==> src/rtl/fetch_ctrl_if.sv <==
// Fetch/execute boundary: program ROM port, execute-stage controls and stack status.
interface fetch_ctrl_if #(
    parameter int unsigned ADDR_W = 11
);
    logic [13:0]       rom_data_in;
    logic              skip_req;
    logic              pcl_load;
    logic [ADDR_W-1:0] pcl_value;
    logic [ADDR_W-1:0] rom_addr_out;
    logic [13:0]       ir_out;
    logic              retlw_valid;
    logic [7:0]        retlw_k;
    logic              flush;
    logic [3:0]        stack_level;
    logic              stack_ovf;
    logic              stack_unf;

    // Fetch controller side
    modport slave (
        input  rom_data_in, skip_req, pcl_load, pcl_value,
        output rom_addr_out, ir_out, retlw_valid, retlw_k, flush,
               stack_level, stack_ovf, stack_unf
    );

    // Core / ROM side
    modport master (
        output rom_data_in, skip_req, pcl_load, pcl_value,
        input  rom_addr_out, ir_out, retlw_valid, retlw_k, flush,
               stack_level, stack_ovf, stack_unf
    );
endinterface

==> src/rtl/fetch_ctrl.sv <==
// Instruction fetch and program-flow controller: PC, instruction register and
// circular return stack for the 14-bit MCU core.
module fetch_ctrl #(
    parameter int unsigned ADDR_W       = 11,
    parameter int unsigned STACK_DEPTH  = 8,
    parameter int unsigned RESET_VECTOR = 0
) (
    input  logic         clk,
    input  logic         rst_n,
    fetch_ctrl_if.slave  bus
);
    localparam int unsigned IR_W  = 14;
    localparam int unsigned SP_W  = $clog2(STACK_DEPTH);
    localparam int unsigned LVL_W = $clog2(STACK_DEPTH + 1);
    localparam logic [IR_W-1:0] OP_NOP    = 14'h0000;
    localparam logic [IR_W-1:0] OP_RETURN = 14'h0008;

    logic [ADDR_W-1:0] r_pc;
    logic [IR_W-1:0]   r_ir;
    logic [SP_W-1:0]   r_sp;
    logic [LVL_W-1:0]  r_level;
    logic              r_ovf;
    logic              r_unf;
    logic [ADDR_W-1:0] r_stack [STACK_DEPTH];

    logic              w_is_call;
    logic              w_is_goto;
    logic              w_is_ret;
    logic              w_is_retlw;
    logic              w_push;
    logic              w_pop;
    logic              w_flush;
    logic [ADDR_W-1:0] w_pc_inc;
    logic [ADDR_W-1:0] w_pc_nxt;
    logic [ADDR_W-1:0] w_pop_addr;
    logic [SP_W-1:0]   w_sp_dec;
    logic [IR_W-1:0]   w_ir_nxt;
    logic              w_full;
    logic              w_empty;

    // Decode the executing instruction and locate the top-of-stack entry
    always_comb begin
        w_is_call  = (r_ir[13:11] == 3'b100);
        w_is_goto  = (r_ir[13:11] == 3'b101);
        w_is_ret   = (r_ir == OP_RETURN);
        w_is_retlw = (r_ir[13:10] == 4'b1101);
        w_pc_inc   = r_pc + ADDR_W'(1);
        w_sp_dec   = r_sp - SP_W'(1);
        w_pop_addr = r_stack[w_sp_dec];
        w_full     = (r_level == LVL_W'(STACK_DEPTH));
        w_empty    = (r_level == LVL_W'(0));
    end

    // Next-PC selection by priority; any redirect squashes the slot being fetched
    always_comb begin
        w_pc_nxt = w_pc_inc;
        w_flush  = 1'b0;
        w_push   = 1'b0;
        w_pop    = 1'b0;
        if (w_is_call || w_is_goto) begin
            w_pc_nxt = ADDR_W'(r_ir[10:0]);
            w_flush  = 1'b1;
            w_push   = w_is_call;
        end else if (w_is_ret || w_is_retlw) begin
            w_pc_nxt = w_pop_addr;
            w_flush  = 1'b1;
            w_pop    = 1'b1;
        end else if (bus.pcl_load) begin
            w_pc_nxt = bus.pcl_value;
            w_flush  = 1'b1;
        end else if (bus.skip_req) begin
            w_flush  = 1'b1;
        end
        w_ir_nxt = w_flush ? OP_NOP : bus.rom_data_in;
    end

    // PC, IR, stack pointer, occupancy and sticky error flags
    always_ff @(posedge clk or negedge rst_n) begin
        if (!rst_n) begin
            r_pc    <= ADDR_W'(RESET_VECTOR);
            r_ir    <= OP_NOP;
            r_sp    <= '0;
            r_level <= '0;
            r_ovf   <= 1'b0;
            r_unf   <= 1'b0;
        end else begin
            r_pc <= w_pc_nxt;
            r_ir <= w_ir_nxt;
            if (w_push) begin
                r_sp <= r_sp + SP_W'(1);
                if (w_full) begin
                    r_ovf <= 1'b1;
                end else begin
                    r_level <= r_level + LVL_W'(1);
                end
            end else if (w_pop) begin
                r_sp <= w_sp_dec;
                if (w_empty) begin
                    r_unf <= 1'b1;
                end else begin
                    r_level <= r_level - LVL_W'(1);
                end
            end
        end
    end

    // Return-address storage; contents survive reset, a full push overwrites the oldest
    always_ff @(posedge clk) begin
        if (w_push) begin
            r_stack[r_sp] <= r_pc;
        end
    end

    assign bus.rom_addr_out = r_pc;
    assign bus.ir_out       = r_ir;
    assign bus.retlw_valid  = w_is_retlw;
    assign bus.retlw_k      = r_ir[7:0];
    assign bus.flush        = w_flush;
    assign bus.stack_level  = 4'(r_level);
    assign bus.stack_ovf    = r_ovf;
    assign bus.stack_unf    = r_unf;
endmodule
==> src/flat_wrapper.sv <==
// flat-port wrapper written by rule: the top's interface ports become plain ports
module fetch_ctrl_flat 
#(
    parameter int unsigned ADDR_W       = 11,
    parameter int unsigned STACK_DEPTH  = 8,
    parameter int unsigned RESET_VECTOR = 0
)
  (clk, rst_n, bus_rom_data_in, bus_skip_req, bus_pcl_load, bus_pcl_value, bus_rom_addr_out, bus_ir_out, bus_retlw_valid, bus_retlw_k, bus_flush, bus_stack_level, bus_stack_ovf, bus_stack_unf);
  fetch_ctrl_if #(.ADDR_W(ADDR_W)) bus_i ();
  input  logic clk;
  input  logic rst_n;
  input wire logic [$bits(bus_i.rom_data_in)-1:0] bus_rom_data_in;
  input wire logic [$bits(bus_i.skip_req)-1:0] bus_skip_req;
  input wire logic [$bits(bus_i.pcl_load)-1:0] bus_pcl_load;
  input wire logic [$bits(bus_i.pcl_value)-1:0] bus_pcl_value;
  output wire logic [$bits(bus_i.rom_addr_out)-1:0] bus_rom_addr_out;
  output wire logic [$bits(bus_i.ir_out)-1:0] bus_ir_out;
  output wire logic [$bits(bus_i.retlw_valid)-1:0] bus_retlw_valid;
  output wire logic [$bits(bus_i.retlw_k)-1:0] bus_retlw_k;
  output wire logic [$bits(bus_i.flush)-1:0] bus_flush;
  output wire logic [$bits(bus_i.stack_level)-1:0] bus_stack_level;
  output wire logic [$bits(bus_i.stack_ovf)-1:0] bus_stack_ovf;
  output wire logic [$bits(bus_i.stack_unf)-1:0] bus_stack_unf;
  assign bus_i.rom_data_in = bus_rom_data_in;
  assign bus_i.skip_req = bus_skip_req;
  assign bus_i.pcl_load = bus_pcl_load;
  assign bus_i.pcl_value = bus_pcl_value;
  assign bus_rom_addr_out = bus_i.rom_addr_out;
  assign bus_ir_out = bus_i.ir_out;
  assign bus_retlw_valid = bus_i.retlw_valid;
  assign bus_retlw_k = bus_i.retlw_k;
  assign bus_flush = bus_i.flush;
  assign bus_stack_level = bus_i.stack_level;
  assign bus_stack_ovf = bus_i.stack_ovf;
  assign bus_stack_unf = bus_i.stack_unf;
  fetch_ctrl #(.ADDR_W(ADDR_W), .STACK_DEPTH(STACK_DEPTH), .RESET_VECTOR(RESET_VECTOR)) u_core (.clk(clk), .rst_n(rst_n), .bus(bus_i));
endmodule
==> config.mk <==
export PLATFORM = sky130hd
export DESIGN_NAME = fetch_ctrl_flat
export DESIGN_NICKNAME = d
export VERILOG_FILES = /design/src/rtl/fetch_ctrl_if.sv /design/src/rtl/fetch_ctrl.sv /design/src/flat_wrapper.sv
export SDC_FILE = /design/constraint.sdc
export NUM_CORES = 1
export LEC_CHECK = 0
export ABC_AREA = 1
export BUFFER_PORTS_ARGS = -buffer_cell sky130_fd_sc_hd__buf_4
export CAP_MARGIN = 30
export CORE_ASPECT_RATIO = 0.9
export CORE_MARGIN = 1
export CORE_UTILIZATION = 52
export DETAILED_ROUTE_END_ITERATION = 8
export GPL_TIMING_DRIVEN = 1
export PLACE_DENSITY = 0.8
export SYNTH_ARGS = -nofsm -noshare
export SYNTH_HDL_FRONTEND = slang
export SYNTH_SLANG_ARGS = --single-unit
==> constraint.sdc <==
create_clock -name clk -period 2.03 [get_ports clk]
set_input_delay 0.406 -clock clk [delete_from_list [all_inputs] [get_ports clk]]
set_output_delay 0.406 -clock clk [all_outputs]
set_load 0.05 [all_outputs]
==> reports/metrics.cfg <==
[sta]
finalClockSkew_ns=0.007559
maxSlewHeadroom_pct=63.28
fin_ws_ns=-0.009379
final_max_slew_viol_count=0
finalSetupViolCount=1
fin_crit_ns=2.039
grt_setup_unrepaired=yes
tightest_slew_ns=0.5507
holdWs_ns=0.2207
hold_viol=0
fmax_ghz=0.4903
fin_crit_sh_pct=100.5

[critical_path]
r2r_end=u_core.bus.rom_addr_out[1]
r2r_cells=7
cp_cell_sequence=nor2_1 -> nand2_1 -> nor2_2 -> nand2_4 -> nand2_4 -> nor2_4 -> nand2_4 -> buf_8
worstReg2RegStart=u_core.r_sp[1]
end_kind=output pin
crit_start=u_core.bus.ir_out[9]
critPathArrivalTime_ns=1.63
critical_path_class=register to output pin
slowest_delay_ns=0.41
timing.reg2reg.setup_slack_ns=0.16
crit_fanout=4
cp_common_cell=nand2_4
slowest_stage=dfrtp_1
cp_data_required_time_ns=1.62
startpoint_type=register

[global_route]
grt_max_degree=54
grt_pass1_vias=4445
grt_pass1_wl_mm=22.09
gr-usage-all-layers_pct=26.00
antenna_found_initial=0
grt.overflow.total=0

[placed_design]
io_buffers=69
place_area_um2=6264
hpwlAfterDp_mm=8.967
dp.cells=777
gp_congestion=0.9035

[logic_synthesis]
async_flop_share_pct=27.87
syn_area_um2=5618
synth_cell_types=30
ys.flop_type=edfxtp_1
postSynthCellCount=585
ys_ff_latch=122
synth_seq_area_share_pct=62.18
synth_edf_count=88
yosys_warnings=0
syn-num-nets=618
synth_area_per_cell_um2=9.603

[final_layout]
fin_util_pct=66.78
multiInputGateArea_um2=1722
final_common_cell=nand2_1
syn2layout_area_growth_pct=23.36
layout_common_cells=155 x nand2_1, 103 x buf_4, 95 x nor2_1, 88 x edfxtp_1, 68 x nand3_1
regArea_um2=3493
fill_cells=759
final_cell_area_um2=6930
antenna_cells=0
fin_nets=713
drive_above_1_share_pct=22.08
stdcell_count=822

[worst_hold_path]
hold_depth=3
min-delay-start=bus_rom_data_in[6]
hold_end=u_core.bus.ir_out[6]
hold_path_class=primary input to register

[power]
p_switching_uw=3619
power_uw=9304
power_frac_comb_pct=36.4
switching_share_pct=38.89
p_seq_share_pct=33.9
p_per_area_nw_per_um2=1343
ir_drop_v=0.0007275
pwr-share-clk_pct=29.7
internal_power_uw=5686
power.leakage_uw=0.003143

[clocking]
clkSinkCount=122
clock_latency_ns=0.40
h-tree-depth=4
cts_buffers=17
cts_max_path_buffers=2
cts_tree=yes
clk_pin_slew_ns=0.06
root_buffer=clkbuf_16

[status]
violations=design-rule violations, negative setup slack
status=finished, violations left

[drt]
firstDrtPassIters=6
wl_per_cell_um=16.29
drc_errors=2
first_iter_violations=294
drt-total-wl_mm=13.39
viasPerCell=5.327
vias=4379
ant_nets=0

[floorplan]
fp.dieArea_um2=11220
io-pin-count=70
start_util_pct=54.13
rows=35
fp.dieW_um=111.6
die_y_um=100.6
design.core.area_um2=10380

[job]
maxCapViolations=0

## worst max-delay path, delay by kind of cell (launching register included)
kind	cells	cell delay, ns
AND/OR/NAND/NOR	7	0.67
buffers and inverters	1	0.15
flip-flops	1	0.41
## layer usage
layer / up-vias / global-route usage [%] / part of all wire [%]
li1: 2098 / - / -
met1: 2025 / 32.89 / 41
met2: 228 / 43.94 / 49
met3: 28 / 5.893 / 8.7
met4: 0 / 10.40 / 1.8
met5: - / 0 / 0
## layout make-up
type,count,share of cell area [%]
sequential,122,50.41
multi-input combinational,382,24.84
timing repair buffer,106,11.68
clock buffer,17,6.138
inverter,51,2.762
tap,129,2.329
clock inverter,15,1.841
## metrics by stage
step / setup slack (ns) / TNS (ns)
6_report: -0.009379 / -0.009379
3_5_place_dp: 0.2212 / 0
2_1_floorplan: 0.02578 / 0
3_3_place_gp: 0.2854 / 0
4_1_cts: 0.0003165 / 0
5_1_grt: -0.06487 / -0.06487
## sequential cells by signal, indices dropped and copies added, names as in the netlist
name and flops:
u_core.bus.rom_addr_out 11, u_core.r_sp 3, u_core.bus.stack_ovf 1, u_core.r_stack 88, u_core.bus.stack_level 4, u_core.bus.ir_out 14
u_core.bus.stack_unf 1
## power groups by stage
stage	Combinational (uW)	Clock [uW]	Sequential [uW]
after floorplan	2030	0	3540
after global placement	3210	0	3190
after detailed placement	3310	0	3200
after CTS	3370	2780	3150
after global routing	3760	2910	3180
final	3390	2760	3150
## logic make-up (layout without fill, tap and decap cells)
kind of cell | after synthesis | after routing | synth area share, %
buffers and inverters | 81 | 189 | 7.216
DFF | 122 | 122 | 62.18
and+or+nand+nor | 336 | 336 | 25.14
adders and majority gates | 4 | 4 | 0.8909
AOI/OAI and AO/OA | 35 | 35 | 3.474
xor gates and xnor gates | 7 | 7 | 1.091
## how the worst max path moves through the flow
stage                                             to  slack (ns)
final                                      bus_flush      -0.009
after global routing                       bus_flush       -0.06
after CTS                                  bus_flush      0.0003
after detailed placement  u_core.bus.rom_addr_out[1]        0.22
after global placement                     bus_flush        0.29
after floorplan                 u_core.r_stack[3][0]        0.03
## Yosys cell counts (4+ instances only)
master	number	area [um2]
buf_2	15	75.07
edfxtp_1	88	2643
dfrtp_1	34	850.8
buf_4	9	67.56
or2_2	5	31.28
nor2_1	96	360.4
o211ai_1	4	30.03
xor2_1	5	43.79
o21ai_0	21	105.1
nand2_1	155	581.8
nand3_1	68	340.3
ha_1	4	50.05
a21oi_1	5	25.02
inv_1	48	180.2
## what timing repair did
| action | in CTS | in global routing |
|---|---|---|
| setup buffers | 9 | 3 |
| resized for setup | 3 | 1 |
| endpoints found under the hold margin | 34 | 0 |
| pin swaps | 1 | 4 |
| setup endpoints to repair | 1 | 2 |
| hold buffers | 1 | 0 |
No activity file was read; power rests on OpenSTA's default activity.
